### config.mk
export PLATFORM = sky130hd
export DESIGN_NAME = data_sync_sender
export DESIGN_NICKNAME = d
export VERILOG_FILES = /design/src/rtl/data_sync_sender.sv
export SDC_FILE = /design/constraint.sdc
export NUM_CORES = 1
export LEC_CHECK = 0
export CORE_UTILIZATION = 45
export DETAILED_ROUTE_END_ITERATION = 6
export PLACE_DENSITY_LB_ADDON = 0.15
export SETUP_SLACK_MARGIN = 0.05
export SYNTH_ARGS = -nofsm -noshare
export SYNTH_HDL_FRONTEND = slang
export SYNTH_SLANG_ARGS = --single-unit
export TNS_END_PERCENT = 10
### constraint.sdc
create_clock -name clk -period 1.5 [get_ports clk]
set_input_delay 0.3 -clock clk [delete_from_list [all_inputs] [get_ports clk]]
set_output_delay 0.3 -clock clk [all_outputs]
set_load 0.005 [all_outputs]
### src/rtl/data_sync_sender.sv
// Source-domain transmitter for a multi-bit bus synchronizer: each word is held stable on the
// bus while a HIGH/LOW enable level frames it, with a one-entry pending slot toward upstream.
module data_sync_sender #(
  parameter int BUS_WIDTH   = 8,
  parameter int HIGH_CYCLES = 4,
  parameter int LOW_CYCLES  = 4
) (
  input  logic                 clk,
  input  logic                 reset_n,
  input  logic                 data_valid_in,
  input  logic [BUS_WIDTH-1:0] data_in,
  output logic                 data_ready_out,
  output logic [BUS_WIDTH-1:0] unsync_data_out,
  output logic                 bus_enable_out,
  output logic                 busy_out
);

  localparam int MAX_CYCLES = (HIGH_CYCLES > LOW_CYCLES) ? HIGH_CYCLES : LOW_CYCLES;
  localparam int CNT_W      = $clog2(MAX_CYCLES + 1);

  localparam logic [CNT_W-1:0] HIGH_LOAD = CNT_W'(HIGH_CYCLES - 1);
  localparam logic [CNT_W-1:0] LOW_LOAD  = CNT_W'(LOW_CYCLES - 1);
  localparam logic [CNT_W-1:0] CNT_ZERO  = {CNT_W{1'b0}};
  localparam logic [CNT_W-1:0] CNT_ONE   = CNT_W'(1);

  typedef enum logic [1:0] {
    IDLE  = 2'd0,
    SETUP = 2'd1,
    HIGH  = 2'd2,
    LOW   = 2'd3
  } state_t;

  state_t               state;
  state_t               state_nxt;
  logic [CNT_W-1:0]     cnt;
  logic [CNT_W-1:0]     cnt_nxt;
  logic [BUS_WIDTH-1:0] bus_data;
  logic [BUS_WIDTH-1:0] bus_data_nxt;
  logic [BUS_WIDTH-1:0] pend_data;
  logic [BUS_WIDTH-1:0] pend_data_nxt;
  logic                 pend_valid;
  logic                 pend_valid_nxt;
  logic                 enable;
  logic                 enable_nxt;
  logic                 busy;
  logic                 busy_nxt;
  logic                 accept;
  logic                 pend_load;
  logic                 cnt_done;

  assign accept          = data_valid_in & ~pend_valid;
  assign cnt_done        = (cnt == CNT_ZERO);
  assign data_ready_out  = ~pend_valid;
  assign unsync_data_out = bus_data;
  assign bus_enable_out  = enable;
  assign busy_out        = busy;

  // Next-state, counter, bus and pending-slot decisions for one source clock.
  always_comb begin
    state_nxt      = state;
    cnt_nxt        = cnt;
    bus_data_nxt   = bus_data;
    enable_nxt     = enable;
    pend_valid_nxt = pend_valid;
    pend_data_nxt  = pend_data;
    pend_load      = 1'b0;

    case (state)
      IDLE: begin
        enable_nxt = 1'b0;
        if (accept) begin
          bus_data_nxt = data_in;
          state_nxt    = SETUP;
        end else begin
          state_nxt    = IDLE;
        end
      end
      SETUP: begin
        enable_nxt = 1'b1;
        cnt_nxt    = HIGH_LOAD;
        state_nxt  = HIGH;
        pend_load  = accept;
      end
      HIGH: begin
        pend_load = accept;
        if (cnt_done) begin
          enable_nxt = 1'b0;
          cnt_nxt    = LOW_LOAD;
          state_nxt  = LOW;
        end else begin
          cnt_nxt    = cnt - CNT_ONE;
        end
      end
      LOW: begin
        // A word arriving on the exit edge with the slot empty goes straight to the bus.
        if (!cnt_done) begin
          cnt_nxt   = cnt - CNT_ONE;
          pend_load = accept;
        end else if (pend_valid) begin
          bus_data_nxt   = pend_data;
          pend_valid_nxt = 1'b0;
          state_nxt      = SETUP;
        end else if (accept) begin
          bus_data_nxt   = data_in;
          state_nxt      = SETUP;
        end else begin
          state_nxt      = IDLE;
        end
      end
      default: begin
        state_nxt  = IDLE;
        enable_nxt = 1'b0;
        cnt_nxt    = CNT_ZERO;
      end
    endcase

    if (pend_load) begin
      pend_data_nxt  = data_in;
      pend_valid_nxt = 1'b1;
    end else begin
      pend_data_nxt  = pend_data;
    end

    busy_nxt = (state_nxt != IDLE);
  end

  // State and output registers; reset aborts any transfer and empties the pending slot.
  always_ff @(posedge clk or negedge reset_n) begin
    if (!reset_n) begin
      state      <= IDLE;
      cnt        <= CNT_ZERO;
      bus_data   <= {BUS_WIDTH{1'b0}};
      pend_data  <= {BUS_WIDTH{1'b0}};
      pend_valid <= 1'b0;
      enable     <= 1'b0;
      busy       <= 1'b0;
    end else begin
      state      <= state_nxt;
      cnt        <= cnt_nxt;
      bus_data   <= bus_data_nxt;
      pend_data  <= pend_data_nxt;
      pend_valid <= pend_valid_nxt;
      enable     <= enable_nxt;
      busy       <= busy_nxt;
    end
  end

endmodule

== Word-level counts from Yosys, hierarchy flattened ==
Index checks and enable logic that the tools add are counted.

* Div/mod/pow operators: 0
* Muxes and demuxes: 18
* Order comparisons: 0
* Eq/ne operators: 6
* Bitwise logic cells: 2
* Reduce and logical (&&, ||, !) cells: 13
* Add/sub/neg operators: 1
* Multiply operators: 0
* Shifts and indexed selects: 0

{| class="wikitable"
|+ Operators with widths
! operator !! number
|-
| two-way mux 8 bit || 3
|-
| one-hot mux 8 bit (2 select lines) || 1
|-
| one-hot mux 3 bit (3 select lines) || 1
|-
| one-hot mux 2 bit (4 select lines) || 1
|-
| AND reduction 2 bit || 4
|-
| nonzero test 2 bit || 4
|-
| two-way mux 2 bit || 3
|-
| two-way mux 3 bit || 2
|-
| != test 2 bit, second input constant || 3
|-
| nonzero test 3 bit || 2
|-
| two-way mux 1 bit || 5
|-
| == test 2 bit, second input constant || 2
|-
| logical NOT 3 bit || 1
|-
| one-hot mux 1 bit (3 select lines) || 1
|-
| subtractor 3 x 1 -> 3 bit, second input constant || 1
|-
| == test 2 x 1 -> 1 bit, second input constant || 1
|-
| logical NOT 2 bit || 1
|-
| one-hot mux 1 bit (2 select lines) || 1
|-
| OR reduction 2 bit || 1
|-
| AND 1 bit || 1
|-
| NOT 1 bit || 1
|}

* Input bits: 11
* Logic and storage cells: 47
* ROM bits: 0
* Latch bits: 0
* Memories kept: 0
* Flip-flop bits (word level): 24
* RAM bits: 0

== Logic depth before layout (Yosys ltp) ==
Gate-level depths: netlist of run 1.

* Depth in word-level cells: 7
* Gate-level depth with buffers: 6
* Gate-level depth less buffers: 6

== Worst setup path after synthesis of run 1 ==
Ideal clock, no wire load.

* Kind: register to register
* Start point: register cnt[0]
* End point: register pend_data[0]
* Setup slack: -0.076 ns
* Clock period less this slack: 1.576 ns
* Library setup time: 0.125 ns
* Path buffers: 0
* Arrival: 1.452 ns
* Cell stages (with the launch flop): 7
* Cells stage by stage: dfrtp_1 -> inv_1 -> ha_1 -> nand2b_4 -> a21oi_2 -> nor3_4 -> mux2_2

* Cells in the longest elaborated chain, start to end: 3

{| class="wikitable"
|+ Ends and longest elaborated chain
! what !! line !! source
|-
| from (decl) || 35 || <nowiki>logic [CNT_W-1:0] cnt;</nowiki>
|-
| from (signal assigned) || 139 || <nowiki>cnt <= cnt_nxt;</nowiki>
|-
| logical NOT 3 bit || 52 || <nowiki>assign cnt_done = (cnt == CNT_ZERO);</nowiki>
|-
| two-way mux 1 bit || 96 || <nowiki>if (!cnt_done) begin</nowiki>
|-
| one-hot mux 1 bit (2 select lines) || 68 || <nowiki>case (state)</nowiki>
|-
| to (signal assigned) || 133 || <nowiki>pend_data <= {BUS_WIDTH{1'b0}};</nowiki>
|-
| to (signal assigned) || 141 || <nowiki>pend_data <= pend_data_nxt;</nowiki>
|-
| to (decl) || 39 || <nowiki>logic [BUS_WIDTH-1:0] pend_data;</nowiki>
|}

Every way passes these cells.
A chain may end at the register's enable or synchronous reset.

== Final worst setup path of run 1 ==
* Start point: register state[0]
* End point: register busy (netlist: busy_out)

* Cells in the longest elaborated chain, start to end: 3
* Elaborated cells on any way between the ends: 8
* Classes of those cells: eq/ne: 3; mux: 3; reduce/logical: 2

{| class="wikitable"
|+ Ends and longest elaborated chain
! what !! line !! source
|-
| from (decl) || 33 || <nowiki>state_t state;</nowiki>
|-
| from (signal assigned) || 138 || <nowiki>state <= state_nxt;</nowiki>
|-
| == test 2 bit (tied with other cells) || 68 ||
|-
| one-hot mux 2 bit (4 select lines) * || 68 ||
|-
| net state_nxt[0] || 34 || <nowiki>state_t state_nxt;</nowiki>
|-
| nonzero test 2 bit * || 124 || <nowiki>busy_nxt = (state_nxt != IDLE);</nowiki>
|-
| net busy_nxt || 46 || <nowiki>logic busy_nxt;</nowiki>
|-
| to (signal assigned) || 144 || <nowiki>busy <= busy_nxt;</nowiki>
|-
| to (decl) || 45 || <nowiki>logic busy;</nowiki>
|}

Mark *: on every way through the listed nets, which the timed path passes. The rest lies on a longest branch.

==> run metrics, run 1 <==
outcome=complete, but fails checks; failing checks=setup timing; setup ws final=-0.08332 ns; Net Count, Synth=122; Req. time, crit path=1.71 ns; initial antenna violation count=0; combinational share of power=49.1%; I/O Buffers=21; total power draw=2890 uW; Int Power=1884 uW; Worst-path clk slew=0.13 ns; Initial Utilization=49.70%; vias in the first global route=981; Die H=52.61 um; GP Congestion=0.7723; CTS tree=done; gr usage total=21.11%; PwrDens=1677 nW/um^2; Sw Pwr=1006 uW; non-filler cells, final=178; period utilization=105.6%; Rows=17; RSZ-0062 raised after global routing=true; setup TNS=-0.3550 ns; crit start category=flip-flop; area of the die=2767 sq um; CP arrival=1.80 ns; FF+latch count, synth=24; Final Hold Fails=0; pre-CTS setup slack=-0.2010 ns; switching share of total power=34.80%; flop-to-flop setup slack=-0.08 ns; first-pass GRT wire length=4278 um; io pins=22; Setup crit end kind=flip-flop; DRC=0; share of flip-flops with an asynchronous set or reset=100.0%; TritonRoute pass-1 iters=3; critical path class=reg -> reg; Die W=52.61 um; floorplan core area=2318 sq um; clock share of power=11.9%; Clock Skew=0.01276 ns; Post-Synthesis Cells=104; DP Cell Count=168; worst skew pair latency=0.33 ns; cts bufs inserted=3; 1st-iter DRT viols=5; HPWL after DPL=1730 um; crit path time final=1.583 ns; largest net degree at the start of global routing=25; Critical R2R Capture=busy_out; final WL=2753 um; deepest clock path buffer count=2; r2r worst-path depth=5; # H-tree levels=1; GRT Residual Overflow=0; Wirelength per Cell=15.47 um; final setup violation count=9; Sequential Power Share=39.1%; sequential area share after synthesis=52.12%; Post-Syn Area=1152 sq um; ratio of cells with drive above 1 in the final layout=38.00%; Slew Viols, Final=0; Max VDD drop=1101 uV; n_diodes=0; relative slew slack=76.99%; ys flop type=dfrtp_1; synthesis-to-layout area growth=49.51%; worst hold path class=in -> async; clk root buf=clkbuf_4; LEAKAGE=0.0007649 uW; Via Count=952; Fmax=631.6 MHz; Avg Cell Area, Syn=11.08 sq um; Via density=5.348; number of clock sinks=24; Critical Path Fanout Max=5; r2r startpoint=state[0]; Worst Tran Pin Value=0.3422 ns; Yosys cell types=26; maxcap violations=0; Final ANT Viol Nets=0; Nets=169; hold_ws=0.3104 ns; Post-synth EDFFs=0; YS warnings=0
## cell usage after synthesis (2+ instances only)
| master | count | area (sq um) |
|---|---|---|
| a21oi_1 | 14 | 70.07 |
| mux2_2 | 8 | 90.09 |
| dfrtp_1 | 24 | 600.6 |
| ha_1 | 7 | 87.58 |
| o22ai_1 | 9 | 56.30 |
| nor2_1 | 11 | 41.29 |
| nand2_1 | 4 | 15.01 |
| inv_1 | 7 | 26.28 |
| nor4_1 | 2 | 12.51 |
| nand2b_1 | 2 | 12.51 |
## timing repair
| action | 4_1_cts | 5_1_grt |
|---|---|---|
| endpoints found under the hold margin | 0 | 0 |
| buffers inserted | 4 | 2 |
| gates resized for setup | 23 | 24 |
| hold buffers | 0 | 0 |
| pin swaps | 1 | 3 |
| endpoints found under the setup margin | 32 | 21 |
| cloned | 0 | 0 |
## per-layer routing
| metal | routed length (um) | track usage, % | vias up |
|---|---|---|---|
| met3 | 93 | 4.638 | 9 |
| met4 | 59 | 6.579 | 0 |
| met1 | 1178 | 25.87 | 454 |
| met2 | 1421 | 36.50 | 22 |
| met5 | 0 | 0 | - |
| li1 | - | - | 467 |
## kinds of logic (layout without fill, tap and decap cells)
logic type,Yosys count,in the layout,synth area share [%]
buffers and inverters,9,55,3.366
muxes,8,8,7.818
and+or+nand+nor,26,26,12.38
adders and majority gates,7,7,7.600
AOI/OAI and AO/OA,30,30,16.72
DFF,24,24,52.12
## per-stage QoR
step	utilization [%]	area (sq um)
global placement	65.25	1513
finish	74.31	1723
floorplan	-	1152
global route	74.31	1723
detailed placement	65.25	1513
CTS	69.56	1613
## how the worst max path moves through the flow
| stage | startpoint | end | slack, ns |
|---|---|---|---|
| after floorplan | cnt[0] | pend_data[0] | -0.08 |
| after global placement | data_valid_in | pend_data[7] | -0.18 |
| after detailed placement | data_valid_in | pend_data[7] | -0.20 |
| after CTS | state[0] | busy_out | -0.05 |
| after global routing | state[0] | busy_out | -0.15 |
| final | state[0] | busy_out | -0.08 |
## final cells by class
cell class / instances / area, sq um
flip-flops and latches: 24 / 603.1
well taps: 28 / 35.03
inverters: 7 / 33.78
clock buffers: 4 / 36.28
repair buffers: 44 / 376.6
multi-input cells: 71 / 638.1
fillers: 163 / 595.6
## flip-flops by register name, indices dropped and copies added (netlist names)
| register | cells |
|---|---|
| pend_valid | 1 |
| cnt | 3 |
| unsync_data_out | 8 |
| state | 2 |
| bus_enable_out | 1 |
| pend_data | 8 |
| busy_out | 1 |
## critical path, stage by stage (launching register included)
cell	delay (ns)
dfrtp_2	0.46
inv_6	0.07
ha_4	0.18
nor4_2	0.36
o22ai_2	0.13
or2_2	0.28
## power groups by stage
stage	Sequential [uW]	Combinational [uW]	Clock (uW)
after CTS	1100	1230	347
after global placement	1100	1180	0
after global routing	1160	1570	381
after floorplan	1100	626	0
final	1130	1420	343
after detailed placement	1120	1220	0
## cell usage in the layout (no fill, tap or decap), types with 2 or more instances in the layout
master / n
a21oi_1: 14
buf_4: 20
buf_6: 3
clkbuf_4: 3
clkdlybuf4s50_1: 10
dfrtp_1: 22
dfrtp_2: 2
dlygate4sd2_1: 10
ha_1: 2
ha_4: 5
inv_1: 3
inv_2: 2
mux2_4: 8
nand2_1: 4
nand2b_4: 3
nor2_1: 11
o22ai_1: 8
(Power assumes the default switching activity.)
==> run 2, diff against run 1 <==
--- a/config.mk
+++ b/config.mk
@@ -5,7 +5,7 @@
 export SDC_FILE = /design/constraint.sdc
 export NUM_CORES = 1
 export LEC_CHECK = 0
-export CORE_UTILIZATION = 45
+export CORE_UTILIZATION = 50
 export DETAILED_ROUTE_END_ITERATION = 6
 export PLACE_DENSITY_LB_ADDON = 0.15
 export SETUP_SLACK_MARGIN = 0.05
==> constraint.sdc (replaced) <==
create_clock -name clk -period 1.85 [get_ports clk]
set_input_delay 0.555 -clock clk [delete_from_list [all_inputs] [get_ports clk]]
set_output_delay 0.555 -clock clk [all_outputs]
set_load 0.005 [all_outputs]
==> run 2 against run 1 <==
- the run now ends clean
- via count fell by 9.0%
- flip-flop and latch count unchanged
- sequential power decreased by 22%
- power is 29% lower
- critical path depth down 4
- sequential share of layout area increased by 5.6 points
- largest cell class is now flip-flops and latches
==> run metrics, run 2 (synthesis gave the netlist of run 1 again) <==
crit path time final=1.753 ns; gr usage total=20.94%; switching share of total power=33.78%; initial antenna violation count=0; Post-DP Area=1428 sq um; Via Count=866; clk root buf=clkbuf_4; critical path class=reg -> out; Setup crit end kind=output pin; relative slew slack=78.90%; # H-tree levels=1; CP max stage cell=clkdlybuf4s50_1; commonest non-fill, non-tap cell in the layout=dfrtp_1; GRT Residual Overflow=0; sequential standard cell area=600.6 sq um; Initial Utilization=52.60%; worst hold path class=reg -> reg; 1st-iter DRT viols=2; deepest clock path buffer count=2; most frequent cells in the layout=dfrtp_1, clkdlybuf4s50_1, a21oi_1, nor2_1, o22ai_1; n_diodes=0; first-pass GRT wire length=3843 um; worst skew pair latency=0.31 ns; final setup violation count=0; r2r startpoint=cnt[0]; RSZ-0062 raised after global routing=true; largest net degree at the start of global routing=25; Nets=152; CP Launch Point=bus_enable_out; LEAKAGE=0.0006519 uW; floorplan core area=2191 sq um; Fmax=570.5 MHz; Crit path largest cell delay=0.50 ns; outcome=completed; worst-path cell chain=clkdlybuf4s50_1; Sequential Power Share=43.1%; TritonRoute pass-1 iters=3; Int Power=1361 uW; Fill cells=180; GP Congestion=0.7260; number of clock sinks=24; Worst Setup EP=bus_enable_out; Die W=50.01 um; CP arrival=1.20 ns; Critical Path Stages=1; Via density=5.379; Slew Viols, Final=0; final core utilization=67.45%; HPWL after DPL=1600 um; Req. time, crit path=1.29 ns; clock share of power=13.4%; DRC=0; Critical Path Fanout Max=3; Wirelength per Cell=13.96 um; synthesis-to-layout area growth=28.23%; setup TNS=0 ns; maxcap violations=0; Rows=17; area of the die=2501 sq um; Die H=50.01 um; flop-to-flop setup slack=0.20 ns; crit start category=flip-flop; Worst-path clk slew=0.13 ns; PwrDens=1391 nW/um^2; Max VDD drop=891.5 uV; Final Cell Area=1478 sq um; ratio of cells with drive above 1 in the final layout=17.29%; Final ANT Viol Nets=0; cts bufs inserted=3; worst path bufs/invs=1; multi-input logic area=513.0 sq um; period utilization=94.75%; hold buffer count at CTS=0; combinational share of power=43.5%; Critical R2R Capture=pend_data[3]; final WL=2247 um; Sw Pwr=694.2 uW; vias in the first global route=859; Final Hold Fails=0; io pins=22; Clock Skew=0.004425 ns; I/O Buffers=21; r2r worst-path depth=7; Worst Tran Pin Value=0.3157 ns; CTS tree=done; Worst path top cell family by delay=buffers and inverters
[run 2: cell count changes in the layout (fill, tap and decap cells not counted), moves of 3 or more]
cell	previous run	this run
buf_4	20	5
buf_6	3	0
mux2_4	8	0
dlygate4sd2_1	10	1
mux2_2	0	8
ha_4	5	0
clkdlybuf4s50_1	10	20
inv_1	3	7
ha_1	2	7
[run 2: area by class of cell]
type / count / area share [%]
Timing Repair Buffer: 27 / 18.04
Multi-Input combinational cell: 71 / 34.72
Sequential cell: 24 / 40.64
Tap cell: 28 / 2.371
Inverter: 7 / 1.778
Clock buffer: 4 / 2.456
[run 2: how the worst min path moves through the flow]
stage                     slack, ns  startpoint  cells past startpoint              to
after global routing           0.53      cnt[0]                      1          cnt[0]
after CTS                      0.49      cnt[0]                      1          cnt[0]
final                          0.48      cnt[0]                      1          cnt[0]
after global placement         0.46      cnt[0]                      1          cnt[0]
after detailed placement       0.47      cnt[0]                      1          cnt[0]
after floorplan                0.26     reset_n                      0  bus_enable_out
[run 2: timing repair]
| action | in CTS | in global routing |
|---|---|---|
| hold endpoints to repair | 0 | 0 |
| gates resized for setup | 1 | 0 |
| endpoints found under the setup margin | 1 | 6 |
| pin swaps | 0 | 1 |
| setup buffers | 1 | 1 |
[run 2: power groups by stage]
stage,logic (uW),registers (uW),clock network (uW)
3_5_place_dp,874,903,0
3_3_place_gp,845,894,0
6_report,895,885,276
2_1_floorplan,508,889,0
5_1_grt,1000,913,298
4_1_cts,890,886,286
[run 2: per-layer routing]
layer	track usage [%]	routed length, um
met5	0	0
met2	34.44	1115
met1	25.30	1030
met4	11.43	38
met3	4.321	61
[run 2: stage by stage]
| step | setup slack (ns) | cells | total power, uW | hold slack, ns |
|---|---|---|---|---|
| 2_1_floorplan | 0.2737 | 104 | 1397 | 0.2594 |
| 3_3_place_gp | -0.09877 | 155 | 1739 | 0.4584 |
| 3_5_place_dp | -0.1425 | 155 | 1778 | 0.4696 |
| 4_1_cts | 0.07812 | 160 | 2062 | 0.4862 |
| 5_1_grt | 0.03981 | 161 | 2214 | 0.5263 |
| 6_report | 0.09703 | 161 | 2055 | 0.4829 |
